==> config.mk <==
export PLATFORM = sky130hd
export DESIGN_NAME = decoder
export DESIGN_NICKNAME = d
export VERILOG_FILES = /design/src/rtl/decoder.sv
export SDC_FILE = /design/constraint.sdc
export NUM_CORES = 1
export LEC_CHECK = 0
export CAP_MARGIN = 20
export CELL_PAD_IN_SITES_DETAIL_PLACEMENT = 1
export CELL_PAD_IN_SITES_GLOBAL_PLACEMENT = 1
export CORE_UTILIZATION = 37
export CTS_CLUSTER_SIZE = 10
export DETAILED_ROUTE_END_ITERATION = 10
export PLACE_DENSITY_LB_ADDON = 0.3
export SYNTH_ARGS = -nofsm -noshare
export SYNTH_HDL_FRONTEND = slang
export SYNTH_SLANG_ARGS = --single-unit
export TNS_END_PERCENT = 20
==> constraint.sdc <==
create_clock -name clk -period 1 [get_ports clk]
set_clock_uncertainty 0.15 [all_clocks]
set_input_delay 0.1 -clock clk [delete_from_list [all_inputs] [get_ports clk]]
set_output_delay 0.1 -clock clk [all_outputs]
set_load 0.02 [all_outputs]
==> src/rtl/decoder.sv <==
//------------------------------------------------------------------------------
// Module   : decoder
// Purpose  : Action decoder for the reinforcement-learning datapath. Converts
//            the 4-bit action index chosen by the max-select stage into fifteen
//            registered, mutually exclusive enable strobes. Action 0 means
//            "no action" and asserts no strobe.
// Ports    : clk         rising-edge clock for all state
//            rst_n       asynchronous active-low reset, clears all strobes
//            at[3:0]     action index, sampled on every rising clk edge
//            en1..en15   registered strobes; enK high iff last sampled at == K
// Revision : 1.0  initial release
//------------------------------------------------------------------------------
`default_nettype none

module decoder (
  input  logic       clk,
  input  logic       rst_n,
  input  logic [3:0] at,
  output logic       en1,
  output logic       en2,
  output logic       en3,
  output logic       en4,
  output logic       en5,
  output logic       en6,
  output logic       en7,
  output logic       en8,
  output logic       en9,
  output logic       en10,
  output logic       en11,
  output logic       en12,
  output logic       en13,
  output logic       en14,
  output logic       en15
);

  // Bit K-1 of the strobe register drives enK.
  logic [14:0] strobe_d;
  logic [14:0] strobe_q;

  // Positional decode, every value listed explicitly. Action 0 and any
  // index containing X/Z fall through to the all-zero default, so the
  // register can never load an unknown or multi-hot pattern.
  always_comb begin
    strobe_d = 15'h0000;
    case (at)
      4'd1:    strobe_d = 15'h0001;
      4'd2:    strobe_d = 15'h0002;
      4'd3:    strobe_d = 15'h0004;
      4'd4:    strobe_d = 15'h0008;
      4'd5:    strobe_d = 15'h0010;
      4'd6:    strobe_d = 15'h0020;
      4'd7:    strobe_d = 15'h0040;
      4'd8:    strobe_d = 15'h0080;
      4'd9:    strobe_d = 15'h0100;
      4'd10:   strobe_d = 15'h0200;
      4'd11:   strobe_d = 15'h0400;
      4'd12:   strobe_d = 15'h0800;
      4'd13:   strobe_d = 15'h1000;
      4'd14:   strobe_d = 15'h2000;
      4'd15:   strobe_d = 15'h4000;
      default: strobe_d = 15'h0000;
    endcase
  end

  // No enable or hold: a fresh decode is captured every cycle, so a constant
  // index keeps its strobe high continuously rather than pulsing.
  always_ff @(posedge clk or negedge rst_n) begin
    if (!rst_n) begin
      strobe_q <= 15'h0000;
    end else begin
      strobe_q <= strobe_d;
    end
  end

  assign en1  = strobe_q[0];
  assign en2  = strobe_q[1];
  assign en3  = strobe_q[2];
  assign en4  = strobe_q[3];
  assign en5  = strobe_q[4];
  assign en6  = strobe_q[5];
  assign en7  = strobe_q[6];
  assign en8  = strobe_q[7];
  assign en9  = strobe_q[8];
  assign en10 = strobe_q[9];
  assign en11 = strobe_q[10];
  assign en12 = strobe_q[11];
  assign en13 = strobe_q[12];
  assign en14 = strobe_q[13];
  assign en15 = strobe_q[14];

endmodule

`default_nettype wire

## Yosys cells after proc, flatten, opt, wreduce, memory -nomap -nowiden

Memories as Yosys holds them, arrays and structs flattened. A register that Yosys moved wholly into a read port is not among the register bits.
Cells that the tools add are included.

- Register bits after elaboration: 0
- Memory bits (read-only): 240
- Input bits: 6
- Output and inout bits: 15
- Word-level logic and storage cells: 2
- Memories kept: 1

Memories:

| memory | words | bits a word | rd ports | clocked after Yosys merged registers in | wr ports | line | source |
|---|---|---|---|---|---|---|---|
| (no name shown) | 16 | 15 | 1 | 1 | 0 | 45 | `case (at)` |

- Reduce and logical (&&, ||, !) cells: 1

Operators by type and width:

| operator | number |
|---|---|
| 1-bit logical NOT | 1 |

## Logic depth before layout (Yosys ltp)

- Depth in word-level cells: 1
- Depth in mapped cells: 2
- Depth with buffers taken out: 1

## Least setup slack after synthesis

No wires, ideal clock.

- Kind: input to register
- Start: in at[3]
- End: reg strobe_q[12]
- Library setup time: 0.122 ns
- Data arrival time: 0.439 ns
- Required time: 0.728 ns
- Path slack: 0.289 ns
- Stages on the path: 2
- Path buffers: 1
- Path through: buf_6 and4b_2

RTL lines:

| element | line | source |
|---|---|---|
| from (decl) | 18 | `input logic [3:0] at,` |
| to (decl) | 38 | `logic [14:0] strobe_q;` |

No word-level cell between the ends.

## Final worst setup path

- Start: reg strobe_q[12]
- End: out en13

RTL lines:

| element | line | source |
|---|---|---|
| to (decl) | 31 | `output logic en13,` |

No word-level cell between the ends.

==> out/qor.txt <==
Status - complete, but fails checks
Failing checks - setup timing
PnR Total Power - 0.00115 W
GPL Wtd Cong - 0.607
Worst hold path type - in2reg
Fin util - 57.2%
Die Width - 43.2 µm
Largest net degree at the start of global routing - 16
Clock root buffer - clkbuf_4
DR WL/cell - 13.6 µm
Total CTS buffers - 3
Layout Nets - 70
Leak - 0.444 nW
Largest area contributor in the netlist - dfrtp_1
Register name with the most flops - strobe_q
Cell count after synthesis - 34
Max FO, Critical Path - 1
Area of the multi-input gates - 208 µm²
Yosys reg bits - 15
Worst slew pin tran - 0.179 ns
Largest register FFs - 15
CP arrival - 0.81 ns
Worst Path Buf+Inv - 1
RSZ-0062 raised after global routing - true
FF+latch area - 375 µm²
Largest delay share family, worst path - flip-flops
Peak Freq - 0.943 GHz
IO buf count - 20
Synth Area per Inst - 18.5 µm²
Io pins - 21
Count of pins over their slew limit - 0
DR vias - 397
PD cells - 1310 nW/µm²
Worst-path cell chain - buf_6
Biggest regs - strobe_q: 15 flops
Gr ovfl total - 0
Synth area leaders - dfrtp_1 60%, and4bb_2 12%, nor4b_4 7.6%
Critical path required time - 0.75 ns
Hold Path Cell Cnt - 3
DRC - 0
Critical-path top delay cell - dfrtp_1
Number of global-route vias before repair - 369
Setup WS post-layout - -0.0605 ns
Layout cells sized above 1 - 65.1%
1st-pass router iterations - 2
Relative slew slack - 88.0%
Sequential area share after synthesis - 59.8%
Startpoint types - flip-flop
MaxCap Viol Count - 0
Core area - 1540 µm²
Synth warnings - 0
Mapped Nets - 40
Period utilisation layout - 106%
Vias/cell - 5.03
Post-DP HPWL - 788 µm
Initial antenna violation count - 0
Final Setup Violations - 15
CTS Buffer Depth - 2
Hold Vio Cnt, Final - 0
CP max stage delay - 0.39 ns
Clock transition at path regs - 0.09 ns
Remaining antenna violation count - 0
N_diodes - 0
Initial core utilization - 40.7%
Die area - 1870 µm²
CP Class - reg2out
Synth top area share - 59.8%
Die Span Y - 43.2 µm
Site Rows - 14
TritonCTS clock tree - yes
Distinct cells, synth - 7
Final setup TNS - -0.762 ns
Total GRT Usage - 13.5%
Mapped cell area - 628 µm²
Min Clock Period, post-route - 1.06 ns
Worst Hold End - strobe_q[0]$_DFF_PN0_
Post-Route WL - 1080 µm
HP Start - at[3]
Fillers - 154
VDD IR max - 731 µV
Clock sink count - 15
Syn-to-layout area delta - 40.4%
Postcts setup bufs - 0
First-pass GRT wire length - 1740 µm
CP Capture Type - primary output
H-tree Lvls - 1
Initial DRC count - 6
[where the power goes]
part	switching (W)	total, W	internal, W
logic	0.0000828	0.000174	0.0000910
registers	0.00000470	0.000626	0.000621
clock network	0.000196	0.000352	0.000155
total	0.000284	0.00115	0.000867
[what timing repair did]
item                                    4_1_cts  5_1_grt
endpoints found under the hold margin        15        0
hold buffers                                  1        0
cloned                                        0        0
resized for setup                            66        8
endpoints found under the setup margin       15       18
[per-stage QoR]
step	cells	setup slack (ns)	hold slack [ns]	instance area, µm²
global route	79	-0.0927	0.388	882
finish	79	-0.0605	0.365	882
floorplan	34	0.289	-0.346	628
CTS	79	-0.0757	0.337	856
detailed placement	74	-0.295	0.300	876
global placement	74	-0.259	0.295	876
[final cells by class]
class / count / area share (%)
timing repair buffer: 29 / 28.7
multi-input combinational: 15 / 23.5
tap: 16 / 2.27
clock buffer: 4 / 2.98
sequential: 15 / 42.6
[cell usage in the layout (no fill, tap or decap)]
cell type and n:
clkdlybuf4s50_1 5, buf_4 5, clkbuf_4 3, dfrtp_1 15
buf_6 8, and4bb_2 6, and4b_2 4, nor4b_2 2
buf_2 9, buf_12 1, dlygate4sd3_1 1, nor4b_4 2
and4_2 1, clkbuf_1 1
[routing by layer]
| metal | GRT usage, % | vias to the layer above | part of all wire (%) | routed length, µm |
|---|---|---|---|---|
| met5 | 0 | - | 0 | 0 |
| met4 | 10.9 | 0 | 2.6 | 28 |
| met3 | 4.26 | 3 | 6.1 | 66 |
| met2 | 17.6 | 16 | 46 | 496 |
| met1 | 17.9 | 191 | 45 | 484 |
| li1 | - | 187 | - | - |
[how the worst max path moves through the flow]
stage / end / start / cells after the start
floorplan: strobe_q[12]$_DFF_PN0_ / at[3] / 2
global placement: strobe_q[4]$_DFF_PN0_ / at[1] / 3
detailed placement: strobe_q[5]$_DFF_PN0_ / at[3] / 3
CTS: en2 / strobe_q[1]$_DFF_PN0_ / 1
global route: en5 / strobe_q[4]$_DFF_PN0_ / 1
finish: en13 / strobe_q[12]$_DFF_PN0_ / 1
[synthesized netlist by cell type]
library cell / number
and4b_2: 4
nor4b_2: 2
dfrtp_1: 15
and4bb_2: 6
buf_6: 4
nor4b_4: 2
and4_2: 1
[cell families (layout without fill, tap and decap cells)]
family	after synthesis	after routing	share of synthesized area [%]
buf+inv	4	33	7.17
flops	15	15	59.8
simple gates	15	15	33.1
Power figures use the tool's default switching activity.
